**src/rtl/arb_pkg.sv**
```systemverilog
// Shared constants, FSM state type and active-low select encoding for the
// 8-way round-robin arbiter.
package arb_pkg;

  localparam int unsigned N_REQ = 8;
  localparam int unsigned IDX_W = 3;

  typedef enum logic {
    IDLE,
    GRANT
  } arb_state_t;

  // Active-low one-hot select: every bit high except the selected index.
  function automatic logic [N_REQ-1:0] idx_to_onehot_n(input logic [IDX_W-1:0] idx);
    return ~(N_REQ'(1) << idx);
  endfunction

endpackage

```
**src/rtl/rr_pick_8.sv**
```systemverilog
// Combinational round-robin picker: first requester at or after ptr
// (wrapping), optionally skipping one excluded index.
module rr_pick_8
  import arb_pkg::*;
(
  input  logic [N_REQ-1:0] req,
  input  logic [IDX_W-1:0] ptr,
  input  logic             excl_en,
  input  logic [IDX_W-1:0] excl_idx,
  output logic             any,
  output logic [IDX_W-1:0] win_idx
);

  logic [IDX_W-1:0] cand;

  // Scan ptr, ptr+1, ... ptr+7 (mod 8); the first eligible requester wins.
  always_comb begin
    any     = 1'b0;
    win_idx = '0;
    cand    = '0;
    for (int unsigned k = 0; k < N_REQ; k++) begin
      cand = ptr + IDX_W'(k);
      if (!any && req[cand] && !(excl_en && (cand == excl_idx))) begin
        any     = 1'b1;
        win_idx = cand;
      end
    end
  end

endmodule

```
**src/rtl/rr_arbiter_8.sv**
```systemverilog
// Round-robin arbiter for 8 requesters with grant hold, early release via
// done, and a maximum-hold timeout. All outputs are registered.
module rr_arbiter_8
  import arb_pkg::*;
#(
  parameter int unsigned MAX_HOLD = 16,
  parameter int unsigned HOLD_W   = 5
) (
  input  logic             clk,
  input  logic             rst_n,
  input  logic [N_REQ-1:0] req,
  input  logic             done,
  output logic [N_REQ-1:0] gnt_n,
  output logic [IDX_W-1:0] gnt_idx,
  output logic             gnt_valid,
  output logic             timeout
);

  localparam logic              HOLD_LIM_EN = (MAX_HOLD != 0);
  localparam logic [HOLD_W-1:0] HOLD_LIM    = HOLD_W'(MAX_HOLD);

  arb_state_t       state, state_nxt;
  logic [IDX_W-1:0] ptr, ptr_nxt;
  logic [HOLD_W-1:0] hold_cnt, hold_cnt_nxt;
  logic [N_REQ-1:0] gnt_n_nxt;
  logic [IDX_W-1:0] gnt_idx_nxt;
  logic             gnt_valid_nxt;
  logic             timeout_nxt;

  logic             owner_req;
  logic             hold_hit;
  logic             rel;
  logic             to_rel;
  logic             excl_en;
  logic             pick_any;
  logic [IDX_W-1:0] pick_idx;

  // Release decode for the current owner. A timeout release keeps the owner
  // eligible (it may be re-granted if alone); done or a dropped request
  // excludes it from this one arbitration.
  always_comb begin
    owner_req = req[gnt_idx];
    hold_hit  = HOLD_LIM_EN && (hold_cnt == HOLD_LIM);
    rel       = done || !owner_req || hold_hit;
    to_rel    = hold_hit && !done && owner_req;
    excl_en   = (state == GRANT) && !to_rel;
  end

  rr_pick_8 u_pick (
    .req      (req),
    .ptr      (ptr),
    .excl_en  (excl_en),
    .excl_idx (gnt_idx),
    .any      (pick_any),
    .win_idx  (pick_idx)
  );

  // Next-state and next-output logic for the IDLE/GRANT controller.
  always_comb begin
    state_nxt     = state;
    ptr_nxt       = ptr;
    hold_cnt_nxt  = hold_cnt;
    gnt_n_nxt     = gnt_n;
    gnt_idx_nxt   = gnt_idx;
    gnt_valid_nxt = gnt_valid;
    timeout_nxt   = 1'b0;

    unique case (state)
      IDLE: begin
        if (pick_any) begin
          state_nxt     = GRANT;
          gnt_idx_nxt   = pick_idx;
          gnt_n_nxt     = idx_to_onehot_n(pick_idx);
          gnt_valid_nxt = 1'b1;
          hold_cnt_nxt  = HOLD_W'(1);
          ptr_nxt       = pick_idx + IDX_W'(1);
        end else begin
          gnt_idx_nxt   = '0;
          gnt_n_nxt     = '1;
          gnt_valid_nxt = 1'b0;
          hold_cnt_nxt  = '0;
        end
      end
      GRANT: begin
        if (!rel) begin
          if (hold_cnt != '1) begin
            hold_cnt_nxt = hold_cnt + HOLD_W'(1);
          end
        end else if (pick_any) begin
          // Back-to-back handover; ptr already sits at owner+1 so the
          // releasing owner has lowest priority.
          gnt_idx_nxt   = pick_idx;
          gnt_n_nxt     = idx_to_onehot_n(pick_idx);
          gnt_valid_nxt = 1'b1;
          hold_cnt_nxt  = HOLD_W'(1);
          ptr_nxt       = pick_idx + IDX_W'(1);
          timeout_nxt   = to_rel;
        end else begin
          state_nxt     = IDLE;
          gnt_idx_nxt   = '0;
          gnt_n_nxt     = '1;
          gnt_valid_nxt = 1'b0;
          hold_cnt_nxt  = '0;
          timeout_nxt   = to_rel;
        end
      end
      default: begin
        state_nxt = IDLE;
      end
    endcase
  end

  // State, pointer, hold counter and output registers.
  always_ff @(posedge clk or negedge rst_n) begin
    if (!rst_n) begin
      state     <= IDLE;
      ptr       <= '0;
      hold_cnt  <= '0;
      gnt_n     <= '1;
      gnt_idx   <= '0;
      gnt_valid <= 1'b0;
      timeout   <= 1'b0;
    end else begin
      state     <= state_nxt;
      ptr       <= ptr_nxt;
      hold_cnt  <= hold_cnt_nxt;
      gnt_n     <= gnt_n_nxt;
      gnt_idx   <= gnt_idx_nxt;
      gnt_valid <= gnt_valid_nxt;
      timeout   <= timeout_nxt;
    end
  end

endmodule

```
**config.mk**
```make
export PLATFORM = sky130hd
export DESIGN_NAME = rr_arbiter_8
export DESIGN_NICKNAME = d
export VERILOG_FILES = /design/src/rtl/arb_pkg.sv /design/src/rtl/rr_pick_8.sv /design/src/rtl/rr_arbiter_8.sv
export SDC_FILE = /design/constraint.sdc
export NUM_CORES = 1
export LEC_CHECK = 0
export ABC_AREA = 1
export BUFFER_PORTS_ARGS = -buffer_cell sky130_fd_sc_hd__buf_2
export CORE_ASPECT_RATIO = 0.5
export CORE_MARGIN = 2
export CORE_UTILIZATION = 55
export CTS_BUF_LIST = sky130_fd_sc_hd__clkbuf_4 sky130_fd_sc_hd__clkbuf_8
export DETAILED_ROUTE_END_ITERATION = 6
export PLACE_DENSITY_LB_ADDON = 0.12
export REMOVE_ABC_BUFFERS = 1
export SETUP_SLACK_MARGIN = 0.4
export SYNTH_ARGS = -nofsm -noshare
export SYNTH_HDL_FRONTEND = slang
export SYNTH_SLANG_ARGS = --single-unit
```
**constraint.sdc**
```tcl
create_clock -name clk -period 2.8 [get_ports clk]
set_input_delay 0.28 -clock clk [delete_from_list [all_inputs] [get_ports clk]]
set_output_delay 0.28 -clock clk [all_outputs]
set_load 0.01 [all_outputs]
```
# After elaboration in Yosys (flattened, before gate mapping)
# Index checks and enable logic that the tools add are counted.
[totals] reg_bits=22 wordCells=140
[op_classes] addsub=9 magnitude_cmp=9 eq_ne=12 shift=1 mux=54 bitwise=2 reduce_logical=46
[ops] op="less-than comparator 3 x 4 -> 1 bit, second input constant" count=9
[ops] op="2-to-1 mux 3 bit" count=12
[ops] op="binary-select mux 1 bit (select 3 bit)" count=9
[ops] op="logical AND 1 bit" count=26
[ops] op="equality test 3 bit" count=8
[ops] op="2-to-1 mux 1 bit" count=23
[ops] op="zero test 1 bit" count=18
[ops] op="2-to-1 mux 8 bit" count=2
[ops] op="one-hot mux 8 bit (2 select lines)" count=1
[ops] op="adder 3 bit, second input constant" count=4
[ops] op="one-hot mux 3 bit (2 select lines)" count=2
[ops] op="2-to-1 mux 5 bit" count=2
[ops] op="one-hot mux 5 bit (2 select lines)" count=1
[ops] op="inverter 8 bit" count=1
[ops] op="<< shifter 1 x 3 -> 8 bit, first input constant" count=1
[ops] op="adder 3 x 1 -> 3 bit, second input constant" count=2
[ops] op="adder 3 x 2 -> 3 bit, second input constant" count=2
[ops] op="adder 5 x 1 -> 5 bit, second input constant" count=1
[ops] op="equality test 5 bit, second input constant" count=1
[ops] op="inequality test 5 bit, second input constant" count=1
[ops] op="one-hot mux 1 bit (2 select lines)" count=2
[ops] op="inequality test 3 x 1 -> 1 bit, second input constant" count=1
[ops] op="logical OR 1 bit" count=2
[ops] op="inequality test 2 x 1 -> 1 bit, second input constant" count=1
[ops] op="inverter 1 bit" count=1

# Logic depth before layout (Yosys ltp)
# Gate-level depths: netlist (run 1).
[depth] ltp_word=42 ltp_mapped=26

# Cells and area by module
# Synthesis (run 1) repeated with hierarchy kept, for this count alone.
[unflattened] hier_cells=348 area_unflattened_um2=2376.0
[by_module_without_submodules] mod="rr_arbiter_8" instances=1 cells_each=153 area_per_inst_um2=1302.5 seq_area_each_um2=560.5
[by_module_without_submodules] mod="rr_pick_8" instances=1 cells_each=195 area_per_inst_um2=1073.5 seq_area_each_um2=0.0

# Worst setup path after synthesis (run 1)
# Ideal clock, no wire load.
[synth_path] path_type="reg2reg" from="register ptr[1]" to="register ptr[2]" arrival_time_ns=2.826 path_slack_ns=-0.147 stages_incl_launch_ff=22 synth_period_minus_slack_ns=2.947 path_cell_list="dfrtp_1 > buf_4 > inv_2 > ha_1 > xnor2_1 > nand2_1 > nor2_1 > nand3_1 > nand2_2 > nand2_2 > a21oi_4 > nand3_2 > nor2_4 > o21a_2 > nand2_1 > nand2_1 > nand2_2 > inv_1 > ha_1 > ha_1 > nand2_1 > o21ai_1"
[synth_between] elab_chain_cells=37 word_cells_on_any_way=89 cone_classes="add/sub (8); eq/ne (8); mux (35); reduce/logical (38)"
[synth_rtl] item="start, declared" line="rr_arbiter_8.sv:23" rtl="logic [IDX_W-1:0] ptr, ptr_nxt;"
[synth_rtl] item="start signal, assigned" line="rr_arbiter_8.sv:125" rtl="ptr <= ptr_nxt;"
[synth_rtl] item="parallel branches: the longest is 34 deep, another holds adder 3 x 1 -> 3 bit"
[synth_rtl] item="2-to-1 mux 3 bit (*)" line="rr_arbiter_8.sv:70, rr_arbiter_8.sv:89"
[synth_rtl] item="2-to-1 mux 3 bit" line="rr_arbiter_8.sv:85" rtl="if (!rel) begin"
[synth_rtl] item="one-hot mux 3 bit (2 select lines) (*)" line="rr_arbiter_8.sv:68" rtl="unique case (state)"
# Every way passes the cells marked *. The select of a mux whose other input is x is not followed.
# A chain may end at the register's enable or synchronous reset.

# Final worst setup path (run 1)
[layout_path] from="register ptr[0]" to="register gnt_n[0]"
[layout_between] elab_chain_cells=38 word_cells_on_any_way=90 cone_classes="add/sub (7); eq/ne (8); shift (1); mux (35); bitwise (1); reduce/logical (38)"
[layout_rtl] item="parallel branches: the longest is 35 deep, another holds adder 3 x 1 -> 3 bit"
[layout_rtl] item="2-to-1 mux 8 bit (*)" line="rr_arbiter_8.sv:70, rr_arbiter_8.sv:89"
[layout_rtl] item="2-to-1 mux 8 bit" line="rr_arbiter_8.sv:85"
[layout_rtl] item="one-hot mux 8 bit (2 select lines) (*)" line="rr_arbiter_8.sv:68"
[layout_rtl] item="end signal, assigned" line="rr_arbiter_8.sv:127" rtl="gnt_n <= gnt_n_nxt;"
[layout_rtl] item="end, declared" line="rr_arbiter_8.sv:13" rtl="output logic [N_REQ-1:0] gnt_n,"
# Marks and branches as above.

==> results of run 1 <==
through the flow:
stage | cells | hold WS (ns)
after floorplan | 283 | -0.0156
after global placement | 400 | 0.256
after detailed placement | 400 | 0.269
after CTS | 414 | 0.353
after global routing | 420 | 0.396
final | 420 | 0.392
synth_stat cells:
| cell | instances |
|---|---|
| sky130_fd_sc_hd__nand2_1 | 80 |
| sky130_fd_sc_hd__inv_1 | 34 |
| sky130_fd_sc_hd__nor2_1 | 28 |
| sky130_fd_sc_hd__nand3_1 | 26 |
| sky130_fd_sc_hd__dfrtp_1 | 14 |
| sky130_fd_sc_hd__o21ai_0 | 14 |
| sky130_fd_sc_hd__ha_1 | 10 |
| sky130_fd_sc_hd__o21ai_1 | 10 |
| sky130_fd_sc_hd__dfstp_2 | 8 |
| sky130_fd_sc_hd__nand2_2 | 7 |
| sky130_fd_sc_hd__nand4_1 | 6 |
| sky130_fd_sc_hd__xor2_1 | 6 |
| sky130_fd_sc_hd__a21oi_1 | 5 |
| sky130_fd_sc_hd__inv_2 | 5 |
| sky130_fd_sc_hd__a21oi_2 | 3 |
| sky130_fd_sc_hd__buf_4 | 3 |
| sky130_fd_sc_hd__buf_6 | 3 |
| sky130_fd_sc_hd__nand3_2 | 3 |
| sky130_fd_sc_hd__xnor2_1 | 3 |
| sky130_fd_sc_hd__nand2_4 | 2 |
| sky130_fd_sc_hd__o21bai_2 | 2 |
| sky130_fd_sc_hd__or2_2 | 2 |
| sky130_fd_sc_hd__xnor2_2 | 2 |
| sky130_fd_sc_hd__a21oi_4 | 1 |
| sky130_fd_sc_hd__a31oi_1 | 1 |
| sky130_fd_sc_hd__and3_1 | 1 |
| sky130_fd_sc_hd__buf_2 | 1 |
| sky130_fd_sc_hd__clkinv_2 | 1 |
| sky130_fd_sc_hd__nand3_4 | 1 |
| sky130_fd_sc_hd__nand3b_1 | 1 |
| sky130_fd_sc_hd__nor2_4 | 1 |
| sky130_fd_sc_hd__o211ai_1 | 1 |
| sky130_fd_sc_hd__o21a_2 | 1 |
| sky130_fd_sc_hd__o22ai_1 | 1 |
| sky130_fd_sc_hd__o31ai_1 | 1 |
| sky130_fd_sc_hd__or2_1 | 1 |
| sky130_fd_sc_hd__xnor2_4 | 1 |
how the worst max path moves through the flow:
stage	startpoint	end	slack, ns	depth (start not counted)
6_report	ptr[0]$_DFFE_PN0P_	gnt_n[0]$_DFFE_PN1P_	-0.27	23
2_1_floorplan	ptr[0]$_DFFE_PN0P_	ptr[2]$_DFFE_PN0P_	-0.31	20
3_5_place_dp	ptr[0]$_DFFE_PN0P_	ptr[2]$_DFFE_PN0P_	-0.19	21
4_1_cts	ptr[0]$_DFFE_PN0P_	ptr[2]$_DFFE_PN0P_	-0.03	21
5_1_grt	ptr[0]$_DFFE_PN0P_	gnt_n[0]$_DFFE_PN1P_	-0.44	23
3_3_place_gp	ptr[0]$_DFFE_PN0P_	ptr[2]$_DFFE_PN0P_	-0.13	21
flip-flops by register name, indices dropped and copies added, names as in the netlist:
signal / count
gnt_n: 8
gnt_idx: 3
state: 1
hold_cnt: 5
gnt_valid: 1
timeout: 1
ptr: 3
timing repair:
action	CTS	global route
hold buffers	1	0
endpoints found under the hold margin	14	0
buffers inserted	8	6
pin swaps	34	25
setup endpoints to repair	15	17
resized for setup	51	28
gates cloned	1	0
tightest hold or removal path, stage by stage:
cell and delay, ns:
sky130_fd_sc_hd__buf_2 0.10, sky130_fd_sc_hd__nor2_1 0.07, sky130_fd_sc_hd__nand2_2 0.12, sky130_fd_sc_hd__nor2_1 0.06
final cells by class:
class                   instances  area share
multi-input cells             221       0.506
repair buffers                 82       0.206
flip-flops and latches         22       0.192
inverters                      40      0.0559
well taps                      51      0.0216
clock buffers                   4      0.0186
layer usage:
layer | share of wire | up-vias | wire [um] | track usage
met5 | 0 | - | 0 | 0
met4 | 0.031 | 0 | 231 | 0.101
met3 | 0.10 | 29 | 752 | 0.0475
met2 | 0.48 | 164 | 3580 | 0.556
met1 | 0.39 | 1094 | 2890 | 0.434
li1 | - | 1088 | - | -
kinds of logic after synthesis:
family          after synthesis  share of synthesized area
xor+xnor                     12                     0.0689
flops                        22                      0.278
compound gates               40                      0.122
buf+inv                      47                      0.106
simple gates                159                      0.363
fa+ha+maj                    10                     0.0621
==> impl_metrics.ini, run 1 <==
[run_status]
result_of_the_run = complete, but fails checks
failed_checks = setup timing

[cts]
number_of_buffers_inserted_during_clock_tree_synthesis = 3
clock_latency_ns = 0.27
cts_max_level = 1
cts_tree = done
clk_pin_slew_ns = 0.09
clockRootBuffer = sky130_fd_sc_hd__clkbuf_8
sink_count_of_the_clock_tree = 22
buffers_from_clock_root_to_sink_at_most = 2

[global_route]
grt_pass1_wl_um = 10000
grt_overflow = 0
grt.total_usage = 0.323
pin_count_of_the_biggest_net_entering_global_routing = 23
antenna_found_initial = 0
first_global_vias = 2142

[critical_path]
cpPeakStageDelay_ns = 0.49
critical_path_sink_type = flop
worst_r2r_endpoint = gnt_n[0]$_DFFE_PN1P_
timing.critical_path.buf_inv = 7
timing_worst_setup_path_type = flop to flop
start_kind = flop
cpMostUsedCell = sky130_fd_sc_hd__nand2_2
crit_family = simple AND/OR/NAND/NOR gates
worst_r2r_path_depth = 23
timing.reg2reg.setup_slack_ns = -0.27
cp_data_required_time_ns = 3.01
critical_path_arrival_ns = 3.29
cpMaxStageDelayCell = sky130_fd_sc_hd__dfrtp_2
critPathMaxFanout = 6
regToRegStartpoint = ptr[0]$_DFFE_PN0P_
worstPathCellList = buf_6 -> xnor2_4 -> buf_6 -> nand2_2 -> nor2_2 -> nand3_1 -> nand2_2 -> buf_4 -> buf_4 -> o22ai_1 -> a21oi_1 -> o21ai_0 -> nor2_1 -> nand2_1 -> nand2_2 -> nand2_4 -> inv_4 -> ha_4 -> inv_4 -> nor2_4 -> nand3_2 -> nand2_1 -> inv_1

[sta]
final-setup-viol-count = 11
slew_headroom = 0.652
worst_margin_slew_ns = 0.522
maxClockFrequency_mhz = 325
timing_max_transition_violations_final = 0
final_period_minus_worst_setup_slack_ns = 3.07
postLayoutSetupSlackWorst_ns = -0.273
layout_worst_path_cycle_share = 1.10
rsz_0062_raised_after_global_routing = true
finalSetupTns_ns = -1.90
hold_violations = 0
fin_skew_ns = 0.00662

[layout]
n_fill_cell = 201
final_design_area_no_fill_um2 = 2950
utilization = 0.850
synthToLayoutAreaGrowth_pct = 46.6
multi_input_area_um2 = 1500
seqCellArea_um2 = 566
layout_commonest_cell = sky130_fd_sc_hd__nand2_1
insertedDiodeCount = 0
highest_count_cells_in_the_layout_ignoring_fill_and_taps = 67 x sky130_fd_sc_hd__nand2_1, 47 x sky130_fd_sc_hd__buf_4, 27 x sky130_fd_sc_hd__inv_1, 24 x sky130_fd_sc_hd__nand3_1, 24 x sky130_fd_sc_hd__buf_2
post_route_cells_drive_above_1_share = 0.458
layout.nets = 391

[yosys]
yosys.area.top_type_share = 0.174
synthesis.yosys.warnings = 0
synth_largest_area_cell = sky130_fd_sc_hd__dfrtp_1
synth_seq_area_share = 0.278
post_synth_inst_count = 290
netlist_area_um2 = 2010
syn_avg_cell_area_um2 = 6.95
synth.ff_latch_count = 22
synth.area.top_cells = sky130_fd_sc_hd__dfrtp_1 17%, sky130_fd_sc_hd__nand2_1 15%, sky130_fd_sc_hd__dfstp_2 10%
synthDistinctLibCells = 37

[floorplanning]
starting_density_of_the_core = 0.580
dieHeight_um = 46.8
die_width_um = 89.6
rows = 15
io_pins = 24
fp.dieArea_um2 = 4190
fp.coreArea_um2 = 3470

[route]
drtPass1Iterations = 6
drt_wl_total_um = 7450
routed_via_density = 5.65
drtIter0Drc = 192
drtAntennaViolNets = 0
route.vias.total = 2375
drt-wirelength-per-cell_um = 17.7
drc = 0

[placed_design]
port-buffer-count = 23
dpl_cell_area_um2 = 2470
place.detailed.hpwl_um = 4330
pre_cts_slack_ns = -0.189
routability_cong = 1.01

[worst_hold_path]
hold_path.class = primary input to flop
min_from = done
worst_hold_path.num_cells = 4
timing.hold.worst_endpoint = timeout$_DFF_PN0_

[flow_run]
drv.max_cap_violation_count = 0
Power of run 1 is not shown: default switching activity piles up to over one toggle a cycle in this logic, so the estimate is an artifact.
==> inputs of run 2 (changes only) <==
--- a/config.mk
+++ b/config.mk
@@ -15,6 +15,7 @@
 export PLACE_DENSITY_LB_ADDON = 0.12
 export REMOVE_ABC_BUFFERS = 1
 export SETUP_SLACK_MARGIN = 0.4
+export SKIP_LAST_GASP = 1
 export SYNTH_ARGS = -nofsm -noshare
 export SYNTH_HDL_FRONTEND = slang
 export SYNTH_SLANG_ARGS = --single-unit
==> impl_metrics.ini, run 2 (synthesis results as in run 1) <==
[placed_design]
pre_cts_slack_ns = -0.189
port-buffer-count = 23
place.detailed.hpwl_um = 4330
routability_cong = 1.01

[critical_path]
timing.reg2reg.setup_slack_ns = -0.28
crit_family = simple AND/OR/NAND/NOR gates
cpMaxStageDelayCell = sky130_fd_sc_hd__dfrtp_2
start_kind = flop
worst_r2r_path_depth = 22
cpPeakStageDelay_ns = 0.49
timing_worst_setup_path_type = flop to flop
regToRegStartpoint = ptr[0]$_DFFE_PN0P_
critical_path_depth = 22
worstPathCellList = buf_6 -> xnor2_4 -> buf_6 -> nand2_2 -> nor2_2 -> nand3_1 -> nand2_2 -> nand2_2 -> a21oi_4 -> nand3_2 -> nor2_4 -> nand3_4 -> inv_4 -> nor2_2 -> nand2_1 -> nand2_2 -> nand2_4 -> buf_6 -> ha_4 -> nand2_1 -> o21bai_2 -> inv_1
worst_r2r_endpoint = gnt_n[2]$_DFFE_PN1P_
timing.critical_path.buf_inv = 5
critical_path_sink_type = flop
cpMostUsedCell = sky130_fd_sc_hd__nand2_2
cp_data_required_time_ns = 3.00
critPathMaxFanout = 6
critical_path_arrival_ns = 3.28

[layout]
insertedDiodeCount = 0
largestRegisters = gnt_n (8), hold_cnt (5)
post_route_cells_drive_above_1_share = 0.458
max_flop_register = gnt_n
layout.nets = 391
highest_count_cells_in_the_layout_ignoring_fill_and_taps = 67 x sky130_fd_sc_hd__nand2_1, 47 x sky130_fd_sc_hd__buf_4, 27 x sky130_fd_sc_hd__inv_1, 24 x sky130_fd_sc_hd__nand3_1, 24 x sky130_fd_sc_hd__buf_2
synthToLayoutAreaGrowth_pct = 46.5
layout_commonest_cell = sky130_fd_sc_hd__nand2_1
utilization = 0.850
largest_register_ffs = 8

[floorplanning]
fp.dieArea_um2 = 4190
die_width_um = 89.6
io_pins = 24
fp.coreArea_um2 = 3470
dieHeight_um = 46.8
rows = 15
starting_density_of_the_core = 0.580

[global_route]
grt_pass1_wl_um = 10000
grt.total_usage = 0.323
antenna_found_initial = 0
first_global_vias = 2142
pin_count_of_the_biggest_net_entering_global_routing = 23
grt_overflow = 0

[run_status]
failed_checks = setup timing
result_of_the_run = complete, but fails checks

[sta]
layout_worst_path_cycle_share = 1.10
timing_max_transition_violations_final = 0
worst_margin_slew_ns = 0.502
finalSetupTns_ns = -2.23
holdWs_ns = 0.398
final_period_minus_worst_setup_slack_ns = 3.08
rsz_0062_raised_after_global_routing = true
final-setup-viol-count = 11
fin_skew_ns = 0.00216
slew_headroom = 0.662
maxClockFrequency_mhz = 325
hold_violations = 0
postLayoutSetupSlackWorst_ns = -0.275

[cts]
buffers_from_clock_root_to_sink_at_most = 2
clockRootBuffer = sky130_fd_sc_hd__clkbuf_8
sink_count_of_the_clock_tree = 22
clock_latency_ns = 0.27
cts_tree = done
cts_max_level = 1
number_of_buffers_inserted_during_clock_tree_synthesis = 3
clk_pin_slew_ns = 0.08

[route]
drt_wl_total_um = 7350
drtPass1Iterations = 5
drt-wirelength-per-cell_um = 17.5
route.vias.total = 2381
drtAntennaViolNets = 0
routed_via_density = 5.67
drtIter0Drc = 140
drc = 0

[flow_run]
drv.max_cap_violation_count = 0

[worst_hold_path]
worst_hold_path.num_cells = 4
timing.hold.worst_endpoint = timeout$_DFF_PN0_
hold_path.class = primary input to flop
min_from = done
-- run 2: cell counts in the layout (fill, tap and decap cells not counted) --
Identical to the previous run, type by type.
-- run 2: how the worst max path moves through the flow --
stage | startpoint | slack, ns | end
after floorplan | ptr[0]$_DFFE_PN0P_ | -0.31 | ptr[2]$_DFFE_PN0P_
after global placement | ptr[0]$_DFFE_PN0P_ | -0.13 | ptr[2]$_DFFE_PN0P_
after detailed placement | ptr[0]$_DFFE_PN0P_ | -0.19 | ptr[2]$_DFFE_PN0P_
after CTS | ptr[0]$_DFFE_PN0P_ | -0.03 | ptr[2]$_DFFE_PN0P_
after global routing | hold_cnt[0]$_DFFE_PN0P_ | -0.45 | gnt_n[7]$_DFFE_PN1P_
final | ptr[0]$_DFFE_PN0P_ | -0.28 | gnt_n[2]$_DFFE_PN1P_
-- run 2: final cells by class --
class	count	area [um2]
sequential	22	566
clock buffer	4	55.1
fill	207	522
inverter	40	163
tap	51	63.8
timing repair buffer	82	608
multi-input combinational	221	1500
-- run 2: worst min-delay path, stage by stage --
cell and delay (ns):
sky130_fd_sc_hd__buf_2 0.09, sky130_fd_sc_hd__nor2_1 0.07, sky130_fd_sc_hd__nand2_2 0.12, sky130_fd_sc_hd__nor2_1 0.07
-- run 2: per-stage QoR --
step	std cells	instance area, um2
finish	420	2950
detailed placement	400	2470
global placement	400	2470
global route	420	2950
floorplan	283	1950
CTS	414	2800
-- run 2: repair_timing --
action	CTS	global route
hold endpoints to repair	14	0
pin swaps	34	25
cloned	1	0
endpoints found under the setup margin	15	17
resized for setup	50	28
hold buffers	1	0
setup buffers	8	6
-- run 2: layer usage --
layer,global-route usage,up-vias,wire (um)
met5,0,-,0
li1,-,1082,-
met2,0.556,145,3540
met3,0.0475,36,693
met4,0.101,0,276
met1,0.434,1118,2830
Power of run 2 is left out for the same reason.
==> inputs of run 3 (changes only) <==
--- a/config.mk
+++ b/config.mk
@@ -7,12 +7,15 @@
 export LEC_CHECK = 0
 export ABC_AREA = 1
 export BUFFER_PORTS_ARGS = -buffer_cell sky130_fd_sc_hd__buf_2
+export CELL_PAD_IN_SITES_DETAIL_PLACEMENT = 0
+export CELL_PAD_IN_SITES_GLOBAL_PLACEMENT = 1
 export CORE_ASPECT_RATIO = 0.5
 export CORE_MARGIN = 2
-export CORE_UTILIZATION = 55
+export CORE_UTILIZATION = 39
 export CTS_BUF_LIST = sky130_fd_sc_hd__clkbuf_4 sky130_fd_sc_hd__clkbuf_8
 export DETAILED_ROUTE_END_ITERATION = 6
 export PLACE_DENSITY_LB_ADDON = 0.12
+export RECOVER_POWER = 25
 export REMOVE_ABC_BUFFERS = 1
 export SETUP_SLACK_MARGIN = 0.4
 export SKIP_LAST_GASP = 1
==> impl_metrics.ini, run 3 (synthesis results as in run 1) <==
[sta]
final-setup-viol-count = 1
layout_worst_path_cycle_share = 1.01
rsz_0062_raised_after_global_routing = true
postLayoutSetupSlackWorst_ns = -0.0241
hold_violations = 0
worst_margin_slew_ns = 1.23
maxClockFrequency_mhz = 354
timing_max_transition_violations_final = 0
fin_skew_ns = 0.00437
slew_headroom = 0.183
final_period_minus_worst_setup_slack_ns = 2.82

[floorplanning]
fp.dieArea_um2 = 5790
fp.coreArea_um2 = 4950
starting_density_of_the_core = 0.407
rows = 18
dieHeight_um = 54.8
io_pins = 24
die_width_um = 106

[route]
route.vias.total = 2117
drc = 0
drt_wl_total_um = 5820
routed_via_density = 4.81
drt-wirelength-per-cell_um = 13.2
drtAntennaViolNets = 0
drtIter0Drc = 78
drtPass1Iterations = 4

[critical_path]
cp_data_required_time_ns = 2.98
critPathMaxFanout = 4
critical_path_arrival_ns = 3.01
critical_path_sink_type = flop
worst_r2r_path_depth = 20
timing_worst_setup_path_type = flop to flop
start_kind = flop

[global_route]
antenna_found_initial = 0
pin_count_of_the_biggest_net_entering_global_routing = 23
first_global_vias = 1958
grt_pass1_wl_um = 9280
grt.total_usage = 0.208
grt_overflow = 0

[placed_design]
place.detailed.hpwl_um = 4310
routability_cong = 0.895
pre_cts_slack_ns = -0.160
placedCellCount = 418
port-buffer-count = 23

[cts]
sink_count_of_the_clock_tree = 22
cts_tree = done
cts_max_level = 1
clock_latency_ns = 0.26
buffers_from_clock_root_to_sink_at_most = 2
clockRootBuffer = sky130_fd_sc_hd__clkbuf_8
number_of_buffers_inserted_during_clock_tree_synthesis = 3
clk_pin_slew_ns = 0.08

[layout]
synthToLayoutAreaGrowth_pct = 51.9
largest_register_ffs = 8
final_cells = 440
highest_count_cells_in_the_layout_ignoring_fill_and_taps = 67 x sky130_fd_sc_hd__nand2_1, 47 x sky130_fd_sc_hd__buf_4, 30 x sky130_fd_sc_hd__inv_1, 22 x sky130_fd_sc_hd__buf_2
insertedDiodeCount = 0
layout.nets = 392
largestRegisters = gnt_n (8), hold_cnt (5)
max_flop_register = gnt_n
layout_commonest_cell = sky130_fd_sc_hd__nand2_1
post_route_cells_drive_above_1_share = 0.473

[run_status]
failed_checks = setup timing
result_of_the_run = complete, but fails checks

[worst_hold_path]
hold_path.class = primary input to flop
worst_hold_path.num_cells = 5

[flow_run]
drv.max_cap_violation_count = 0
-- run 3: layer usage --
| metal | GRT usage | vias up | share of wire |
|---|---|---|---|
| li1 | - | 1089 | - |
| met1 | 0.299 | 981 | 0.50 |
| met2 | 0.355 | 45 | 0.46 |
| met3 | 0.0143 | 2 | 0.043 |
| met4 | 0.0417 | 0 | 0.0015 |
| met5 | 0 | - | 0 |
-- run 3: critical path: stages, from the launching register on --
cell	delay, ns
sky130_fd_sc_hd__dfrtp_1	0.43
sky130_fd_sc_hd__inv_2	0.08
sky130_fd_sc_hd__ha_4	0.28
sky130_fd_sc_hd__xnor2_2	0.11
sky130_fd_sc_hd__nand2_1	0.10
sky130_fd_sc_hd__nor2_1	0.11
sky130_fd_sc_hd__nand3_1	0.09
sky130_fd_sc_hd__nand2_2	0.10
sky130_fd_sc_hd__nand2_2	0.07
sky130_fd_sc_hd__a21oi_4	0.15
sky130_fd_sc_hd__nand3_2	0.10
sky130_fd_sc_hd__nor2_4	0.15
sky130_fd_sc_hd__nand3_4	0.11
sky130_fd_sc_hd__clkinv_4	0.08
sky130_fd_sc_hd__nand2_2	0.05
sky130_fd_sc_hd__nand2_2	0.08
sky130_fd_sc_hd__nand2_4	0.08
sky130_fd_sc_hd__ha_4	0.18
sky130_fd_sc_hd__ha_4	0.26
sky130_fd_sc_hd__nand2_2	0.04
sky130_fd_sc_hd__o21ai_1	0.09
-- run 3: per-stage QoR --
stage / area, um2 / hold slack, ns / TNS, ns / utilization
floorplan: 1950 / -0.0156 / -1.79 / -
global placement: 2480 / 0.268 / -0.361 / 0.501
detailed placement: 2480 / 0.275 / -0.608 / 0.501
CTS: 2850 / 0.436 / -0.00390 / 0.575
global route: 3060 / 0.456 / -1.26 / 0.618
finish: 3060 / 0.448 / -0.0241 / 0.618
-- run 3: final timing paths --
kind / startpoint / slack [ns] / endpoint
worst max-delay path: ptr[0]$_DFFE_PN0P_ / -0.02 / ptr[2]$_DFFE_PN0P_
worst max register to register: ptr[0]$_DFFE_PN0P_ / -0.02 / ptr[2]$_DFFE_PN0P_
min in group asynchronous: rst_n / 0.80 / hold_cnt[2]$_DFFE_PN0P_
max in group asynchronous: rst_n / 1.19 / gnt_idx[1]$_DFFE_PN0P_
worst min-delay path: done / 0.45 / timeout$_DFF_PN0_
worst min register to register: gnt_n[6]$_DFFE_PN1P_ / 0.47 / gnt_n[6]$_DFFE_PN1P_
-- run 3: what timing repair did --
item                                    in CTS  in global routing
cloned                                       0                  0
hold endpoints to repair                    14                  0
resized for setup                           55                 36
pin swaps                                   33                 23
endpoints found under the setup margin      15                 17
buffers inserted                            10                  7
hold buffers                                 1                  0
-- run 3: area by class of cell --
type,instances,area (um2)
Clock buffer,4,55.1
Fill cell,452,1890
Inverter,40,160
Multi-Input combinational cell,221,1560
Sequential cell,22,563
Tap cell,70,87.6
Timing Repair Buffer,83,633
Power of run 3 is left out for the same reason.
